<file path="config.mk">
export PLATFORM = sky130hd
export DESIGN_NAME = mem_axi_rd_arb
export DESIGN_NICKNAME = d
export VERILOG_FILES = /design/src/rtl/mem_axi_rd_arb.sv
export SDC_FILE = /design/constraint.sdc
export NUM_CORES = 1
export LEC_CHECK = 0
export ABC_AREA = 1
export BUFFER_PORTS_ARGS = -buffer_cell sky130_fd_sc_hd__buf_4
export CORE_AREA = 5 5 732 734
export DETAILED_ROUTE_END_ITERATION = 8
export DIE_AREA = 0 0 737 739
export PLACE_DENSITY = 0.3
export SLEW_MARGIN = 25
export SYNTH_ARGS = -nofsm -noshare
export SYNTH_HDL_FRONTEND = slang
export SYNTH_SLANG_ARGS = --single-unit
</file>
<file path="constraint.sdc">
create_clock -name chipset_clk -period 4.46 [get_ports chipset_clk]
set_input_delay 0.223 -clock chipset_clk [delete_from_list [all_inputs] [get_ports chipset_clk]]
set_output_delay 0.223 -clock chipset_clk [all_outputs]
set_load 0.01 [all_outputs]
</file>
<file path="src/rtl/mem_axi_rd_arb.sv">
// mem_axi_rd_arb: 2:1 AXI4 read arbiter (AR round-robin, per-master
// outstanding-burst throttle, master index carried in ARID MSB, R routed on RID MSB).
// Ports: chipset_clk/chipset_rst (async, active-high); s0_axi_ar*/r*, s1_axi_ar*/r*
// (master-side AR in, R out); m_axi_ar*/r* (slave-side AR out, R in); rsp_err (sticky).
// Build option: define MEM_AXI_RD_ARB_QOS_EN for higher-arqos-wins arbitration.
module mem_axi_rd_arb #(
   parameter int ID_W      = 6,
   parameter int ADDR_W    = 64,
   parameter int DATA_W    = 512,
   parameter int USER_W    = 1,
   parameter int MAX_OUTST = 4
) (
   input  logic              chipset_clk,
   input  logic              chipset_rst,
   input  logic [ID_W-1:0]   s0_axi_arid,
   input  logic [ADDR_W-1:0] s0_axi_araddr,
   input  logic [7:0]        s0_axi_arlen,
   input  logic [2:0]        s0_axi_arsize,
   input  logic [1:0]        s0_axi_arburst,
   input  logic              s0_axi_arlock,
   input  logic [3:0]        s0_axi_arcache,
   input  logic [2:0]        s0_axi_arprot,
   input  logic [3:0]        s0_axi_arqos,
   input  logic [3:0]        s0_axi_arregion,
   input  logic [USER_W-1:0] s0_axi_aruser,
   input  logic              s0_axi_arvalid,
   output logic              s0_axi_arready,
   output logic [ID_W-1:0]   s0_axi_rid,
   output logic [DATA_W-1:0] s0_axi_rdata,
   output logic [1:0]        s0_axi_rresp,
   output logic              s0_axi_rlast,
   output logic [USER_W-1:0] s0_axi_ruser,
   output logic              s0_axi_rvalid,
   input  logic              s0_axi_rready,
   input  logic [ID_W-1:0]   s1_axi_arid,
   input  logic [ADDR_W-1:0] s1_axi_araddr,
   input  logic [7:0]        s1_axi_arlen,
   input  logic [2:0]        s1_axi_arsize,
   input  logic [1:0]        s1_axi_arburst,
   input  logic              s1_axi_arlock,
   input  logic [3:0]        s1_axi_arcache,
   input  logic [2:0]        s1_axi_arprot,
   input  logic [3:0]        s1_axi_arqos,
   input  logic [3:0]        s1_axi_arregion,
   input  logic [USER_W-1:0] s1_axi_aruser,
   input  logic              s1_axi_arvalid,
   output logic              s1_axi_arready,
   output logic [ID_W-1:0]   s1_axi_rid,
   output logic [DATA_W-1:0] s1_axi_rdata,
   output logic [1:0]        s1_axi_rresp,
   output logic              s1_axi_rlast,
   output logic [USER_W-1:0] s1_axi_ruser,
   output logic              s1_axi_rvalid,
   input  logic              s1_axi_rready,
   output logic [ID_W:0]     m_axi_arid,
   output logic [ADDR_W-1:0] m_axi_araddr,
   output logic [7:0]        m_axi_arlen,
   output logic [2:0]        m_axi_arsize,
   output logic [1:0]        m_axi_arburst,
   output logic              m_axi_arlock,
   output logic [3:0]        m_axi_arcache,
   output logic [2:0]        m_axi_arprot,
   output logic [3:0]        m_axi_arqos,
   output logic [3:0]        m_axi_arregion,
   output logic [USER_W-1:0] m_axi_aruser,
   output logic              m_axi_arvalid,
   input  logic              m_axi_arready,
   input  logic [ID_W:0]     m_axi_rid,
   input  logic [DATA_W-1:0] m_axi_rdata,
   input  logic [1:0]        m_axi_rresp,
   input  logic              m_axi_rlast,
   input  logic [USER_W-1:0] m_axi_ruser,
   input  logic              m_axi_rvalid,
   output logic              m_axi_rready,
   output logic              rsp_err
);

   localparam int CW = $clog2(MAX_OUTST + 1);
   localparam logic [CW-1:0] MAXC = CW'(MAX_OUTST);

   typedef enum logic {IDLE = 1'b0, HOLD = 1'b1} state_t;

   state_t            state_q, state_d;
   logic              rr_q, gnt_q, gnt;
   logic              arvalid_q, rsp_err_q;
   logic [CW-1:0]     cnt0_q, cnt1_q;
   logic [ID_W:0]     arid_q;
   logic [ADDR_W-1:0] araddr_q;
   logic [7:0]        arlen_q;
   logic [2:0]        arsize_q, arprot_q;
   logic [1:0]        arburst_q;
   logic              arlock_q;
   logic [3:0]        arcache_q, arqos_q, arregion_q;
   logic [USER_W-1:0] aruser_q;

   logic el0, el1, acc, ar_hs, sel, r_last_hs;
   logic inc0, inc1, dec0, dec1;

   assign el0   = s0_axi_arvalid && (cnt0_q < MAXC);
   assign el1   = s1_axi_arvalid && (cnt1_q < MAXC);
   assign acc   = (state_q == IDLE) && (el0 || el1);
   assign ar_hs = arvalid_q && m_axi_arready;

   // State register
   always_ff @(posedge chipset_clk or posedge chipset_rst) begin
      if (chipset_rst) state_q <= IDLE;
      else             state_q <= state_d;
   end

   // Next-state logic
   always_comb begin
      state_d = state_q;
      case (state_q)
         IDLE:    if (el0 || el1) state_d = HOLD;
         HOLD:    if (ar_hs)      state_d = IDLE;
         default: state_d = IDLE;
      endcase
   end

   // Output logic: grant selection and AR ready
   always_comb begin
      gnt = rr_q ? el1 : !el0;
`ifdef MEM_AXI_RD_ARB_QOS_EN
      if (el0 && el1 && (s0_axi_arqos != s1_axi_arqos))
         gnt = (s1_axi_arqos > s0_axi_arqos);
`endif
      // Gated by reset so ready drops in the reset cycle itself
      s0_axi_arready = acc && !gnt && !chipset_rst;
      s1_axi_arready = acc &&  gnt && !chipset_rst;
   end

   // AR payload capture and round-robin pointer
   always_ff @(posedge chipset_clk or posedge chipset_rst) begin
      if (chipset_rst) begin
         arvalid_q  <= 1'b0;
         gnt_q      <= 1'b0;
         rr_q       <= 1'b0;
         arid_q     <= '0;
         araddr_q   <= '0;
         arlen_q    <= '0;
         arsize_q   <= '0;
         arburst_q  <= '0;
         arlock_q   <= 1'b0;
         arcache_q  <= '0;
         arprot_q   <= '0;
         arqos_q    <= '0;
         arregion_q <= '0;
         aruser_q   <= '0;
      end else if (acc) begin
         arvalid_q  <= 1'b1;
         gnt_q      <= gnt;
         arid_q     <= gnt ? {1'b1, s1_axi_arid} : {1'b0, s0_axi_arid};
         araddr_q   <= gnt ? s1_axi_araddr   : s0_axi_araddr;
         arlen_q    <= gnt ? s1_axi_arlen    : s0_axi_arlen;
         arsize_q   <= gnt ? s1_axi_arsize   : s0_axi_arsize;
         arburst_q  <= gnt ? s1_axi_arburst  : s0_axi_arburst;
         arlock_q   <= gnt ? s1_axi_arlock   : s0_axi_arlock;
         arcache_q  <= gnt ? s1_axi_arcache  : s0_axi_arcache;
         arprot_q   <= gnt ? s1_axi_arprot   : s0_axi_arprot;
         arqos_q    <= gnt ? s1_axi_arqos    : s0_axi_arqos;
         arregion_q <= gnt ? s1_axi_arregion : s0_axi_arregion;
         aruser_q   <= gnt ? s1_axi_aruser   : s0_axi_aruser;
      end else if (state_q == HOLD && ar_hs) begin
         arvalid_q <= 1'b0;
         rr_q      <= ~gnt_q;
      end
   end

   assign m_axi_arvalid  = arvalid_q;
   assign m_axi_arid     = arid_q;
   assign m_axi_araddr   = araddr_q;
   assign m_axi_arlen    = arlen_q;
   assign m_axi_arsize   = arsize_q;
   assign m_axi_arburst  = arburst_q;
   assign m_axi_arlock   = arlock_q;
   assign m_axi_arcache  = arcache_q;
   assign m_axi_arprot   = arprot_q;
   assign m_axi_arqos    = arqos_q;
   assign m_axi_arregion = arregion_q;
   assign m_axi_aruser   = aruser_q;

   // R path: steer on RID MSB, no storage
   assign sel           = m_axi_rid[ID_W];
   assign s0_axi_rvalid = m_axi_rvalid && !sel;
   assign s1_axi_rvalid = m_axi_rvalid &&  sel;
   assign m_axi_rready  = sel ? s1_axi_rready : s0_axi_rready;
   assign s0_axi_rid    = m_axi_rid[ID_W-1:0];
   assign s1_axi_rid    = m_axi_rid[ID_W-1:0];
   assign s0_axi_rdata  = m_axi_rdata;
   assign s1_axi_rdata  = m_axi_rdata;
   assign s0_axi_rresp  = m_axi_rresp;
   assign s1_axi_rresp  = m_axi_rresp;
   assign s0_axi_rlast  = m_axi_rlast;
   assign s1_axi_rlast  = m_axi_rlast;
   assign s0_axi_ruser  = m_axi_ruser;
   assign s1_axi_ruser  = m_axi_ruser;

   // Outstanding counters: issue counted at slave AR handshake, retire on last beat
   assign r_last_hs = m_axi_rvalid && m_axi_rready && m_axi_rlast;
   assign inc0 = ar_hs && !gnt_q;
   assign inc1 = ar_hs &&  gnt_q;
   assign dec0 = r_last_hs && !sel;
   assign dec1 = r_last_hs &&  sel;

   always_ff @(posedge chipset_clk or posedge chipset_rst) begin
      if (chipset_rst) begin
         cnt0_q    <= '0;
         cnt1_q    <= '0;
         rsp_err_q <= 1'b0;
      end else begin
         if (inc0 && !dec0)                     cnt0_q <= cnt0_q + 1'b1;
         else if (dec0 && !inc0 && cnt0_q != 0) cnt0_q <= cnt0_q - 1'b1;
         if (inc1 && !dec1)                     cnt1_q <= cnt1_q + 1'b1;
         else if (dec1 && !inc1 && cnt1_q != 0) cnt1_q <= cnt1_q - 1'b1;
         // Last beat for a master with nothing in flight is a protocol error
         if ((dec0 && cnt0_q == 0) || (dec1 && cnt1_q == 0))
            rsp_err_q <= 1'b1;
      end
   end

   assign rsp_err = rsp_err_q;

endmodule
</file>
==> results_dict.tcl <==
set metrics [dict create \
    outcome "finished clean" \
    grt_pass1_wl_mm 355.4 \
    io_buffers 319 \
    synth_area_leaders "sky130_fd_sc_hd__buf_4 (62%), sky130_fd_sc_hd__dfrtp_1 (22%), sky130_fd_sc_hd__nand2_1 (9.8%)" \
    viasPerCell 1.166 \
    num_vias 9518 \
    finalSetupViolCount 0 \
    synth_simple_gate_area_share_pct 14.63 \
    remaining_drcs 0 \
    first_global_vias 9512 \
    post-route-period-util_pct 64.07 \
    first_iter_violations 652 \
    antenna_found_initial 78 \
    clock-sinks 111 \
    post_route_cells_drive_above_1_share_pct 30.87 \
    die_w_um 737 \
    clkTransAtPathRegs_ns 0.15 \
    max_stage_delay_ns 0.42 \
    io_pins 1883 \
    timing.setup.critical_path_class "register to output port" \
    synth.yosys.seq_area_share_pct 21.62 \
    maxCapViolations 0 \
    fp.dieH_um 739 \
    worst_skew_pair.late_latency_ns 0.56 \
    drt_pre_antenna_iters 4 \
    type_of_the_worst_min_delay_path "input port to register" \
    detailed_place_hpwl_mm 312.7 \
    gr-usage-all-layers_pct 11.69 \
    routabilityCongestion 0.6850 \
    achievable-frequency_ghz 0.3499 \
    syn2layout_area_growth_pct 44.81 \
    yosys-mux-area-fraction_pct 0 \
    synthesized_netlist_cell_count 1680 \
    critical_path.top_delay_family "simple AND/OR/NAND/NOR gates" \
    critical-path-slowest-cell "sky130_fd_sc_hd__dfrtp_1" \
    placed_cell_area_um2 16130 \
    report.final.slew_viol_count 0 \
    overflow 0 \
    mostFrequentLayoutCells "sky130_fd_sc_hd__nand2_1 (336), sky130_fd_sc_hd__buf_4 (324), sky130_fd_sc_hd__dlygate4sd3_1 (202)" \
    complex_gate_fraction_of_the_synthesized_area_pct 0.3895 \
    final_cells 8162 \
    synth_top_family_by_area "buffers and inverters" \
    worstSetupEndpointType "output port" \
    yosysTopAreaCell "sky130_fd_sc_hd__buf_4" \
    avgRoutedWirePerCell_um 40.62 \
    cts.htree.levels 3 \
    postRouteWirelength_mm 331.6 \
    hold_violations 0 \
    postSynthRegisterBits 111 \
    post_cts_resized 0 \
    layout.nets 1881 \
    antenna_left 0 \
    synth_xor_xnor_area_share_pct 0 \
    initial_core_util_pct 2.434 \
    synth_adder_area_share_pct 0.3116 \
    floorplan.core_area_um2 527800 \
    category_of_the_worst_setup_path_launch_point "register" \
    critical_path.cell_chain "inv_2 > nand2_1 > nand2_2 > nand2_8 > buf_4 > nor3_1 > buf_4" \
    cts_made_buffers 13 \
    fin_util_pct 3.525 \
    numPlacedInstances 7925 \
    fillCellCount 63050 \
    synth_top_area_share_pct 61.64 \
    multiInputGateArea_um2 1997 \
    regArea_um2 2778 \
    maximum_count_of_clock_buffers_along_a_single_path 3 \
    die_area_um2 544600 \
    holdWs_ns 0.2332 \
    synth_fp_nets 2413 \
    cts_tree "built" \
    syn_area_um2 12850 \
    cp_num_buf_inv 3 \
    totalNegativeSetupSlack_ns 0 \
    ir_drop_uv 268.8 \
    yosysUniqueCellTypes 18 \
    worst-slew-pin-transition_ns 0.7510 \
    final_cell_area_um2 18610 \
    grt_max_degree 82 \
    rows 267 \
    clock_skew_ns 0.05369 \
    cellLeakagePower_uw 0.005211 \
    timing.critical_path.fanout_max 39 \
    total_of_warnings_raised_by_yosys 0 \
    power.density_nw_per_um2 398.2 \
    syn-mean-instance-area_um2 7.648 \
    cp_data_arrival_time_ns 2.63 \
    final_common_cell "sky130_fd_sc_hd__nand2_1" \
    worst_path_most_repeated_cell "sky130_fd_sc_hd__buf_4" \
    clock_tree.root_cell "sky130_fd_sc_hd__clkbuf_16" \
    cp_data_required_time_ns 4.24 \
    grt_setup_unrepaired "no" \
    final_period_minus_worst_setup_slack_ns 2.858 \
    relSlewSlack_pct 49.93 \
]
report_power, final:
group          total, uW  internal [uW]  switching, uW
clock               1420            670            755
sequential          1890           1510            375
combinational       4100           2040           2060
what timing repair did:
| action | 4_1_cts | 5_1_grt |
|---|---|---|
| hold buffers | 202 | 0 |
| setup endpoints to repair | 0 | 0 |
| hold endpoints to repair | 131 | 0 |
| setup buffers | 0 | 0 |
layout make-up:
type,instances,area share (%)
repair buffers,530,24.41
clock inverters,3,0.3698
clock buffers,14,1.822
well taps,6994,47.03
multi-input cells,471,10.73
inverters,21,0.4640
diodes,18,0.2421
flip-flops and latches,111,14.93
registers in the layout, indices dropped and copies added, names as in the netlist, 2 cells and up:
register,count
cnt0_q,3
cnt1_q,3
m_axi_araddr,64
m_axi_arburst,2
m_axi_arcache,4
m_axi_arid,6
m_axi_arlen,8
m_axi_arprot,3
m_axi_arqos,4
m_axi_arregion,4
m_axi_arsize,3
kinds of logic (layout without fill, tap and decap cells):
| family | Yosys count | in the layout |
|---|---|---|
| buffers and inverters | 1098 | 568 |
| other | 0 | 18 |
| and+or+nand+nor | 459 | 459 |
| DFF | 111 | 111 |
| adders and majority gates | 2 | 2 |
| AOI/OAI and AO/OA | 10 | 10 |
path summary, 6_finish.rpt:
kind | slack, ns | startpoint | cells past startpoint | endpoint
setup / recovery | 1.60 | cnt0_q[2]$_DFFE_PP0P_ | 7 | s1_axi_arready
max in group asynchronous | 3.11 | chipset_rst | 4 | m_axi_arqos[0]$_DFFE_PP0N_
min in group asynchronous | 0.45 | chipset_rst | 3 | m_axi_araddr[33]$_DFFE_PP0N_
hold / removal | 0.23 | s0_axi_rready | 5 | rsp_err$_DFFE_PP0P_
hold reg to reg | 0.53 | cnt0_q[2]$_DFFE_PP0P_ | 2 | cnt0_q[2]$_DFFE_PP0P_
setup reg to reg | 1.65 | cnt0_q[2]$_DFFE_PP0P_ | 9 | m_axi_araddr[45]$_DFFE_PP0N_
cell usage after synthesis:
library cell and number:
sky130_fd_sc_hd__a21oi_1 2, sky130_fd_sc_hd__o21ai_0 6, sky130_fd_sc_hd__buf_2 16, sky130_fd_sc_hd__dfrtp_1 111
sky130_fd_sc_hd__o21ai_1 2, sky130_fd_sc_hd__nand3_1 107, sky130_fd_sc_hd__nand2_1 336, sky130_fd_sc_hd__nand2_2 1
sky130_fd_sc_hd__nand4_1 1, sky130_fd_sc_hd__nand2_4 1, sky130_fd_sc_hd__nor3_1 2, sky130_fd_sc_hd__nor2_1 10
sky130_fd_sc_hd__fa_1 2, sky130_fd_sc_hd__clkbuf_1 6, sky130_fd_sc_hd__inv_2 4, sky130_fd_sc_hd__inv_1 17
sky130_fd_sc_hd__buf_4 1055, sky130_fd_sc_hd__nor2_4 1
metal layers:
| metal | share of wire (%) | up-vias | GRT usage (%) |
|---|---|---|---|
| li1 | - | 3036 | - |
| met1 | 13 | 3588 | 4.117 |
| met2 | 36 | 2333 | 15.17 |
| met3 | 44 | 477 | 24.45 |
| met4 | 6.6 | 84 | 5.988 |
| met5 | 0.51 | - | 1.817 |
metrics by stage:
stage / total power (uW) / worst slack [ns]
2_1_floorplan: 4110 / 1.306
4_1_cts: 7720 / 1.464
3_3_place_gp: 5122 / 1.208
5_1_grt: 8068 / 1.381
6_report: 7409 / 1.602
3_5_place_dp: 5148 / 2.049
worst min-delay path, cell delays in order:
cell and delay, ns:
sky130_fd_sc_hd__buf_4 0.11, sky130_fd_sc_hd__inv_1 0.06, sky130_fd_sc_hd__nor2_1 0.10, sky130_fd_sc_hd__nand2_1 0.17, sky130_fd_sc_hd__o21ai_0 0.10
Note: power is estimated with default switching activity, not from simulation.
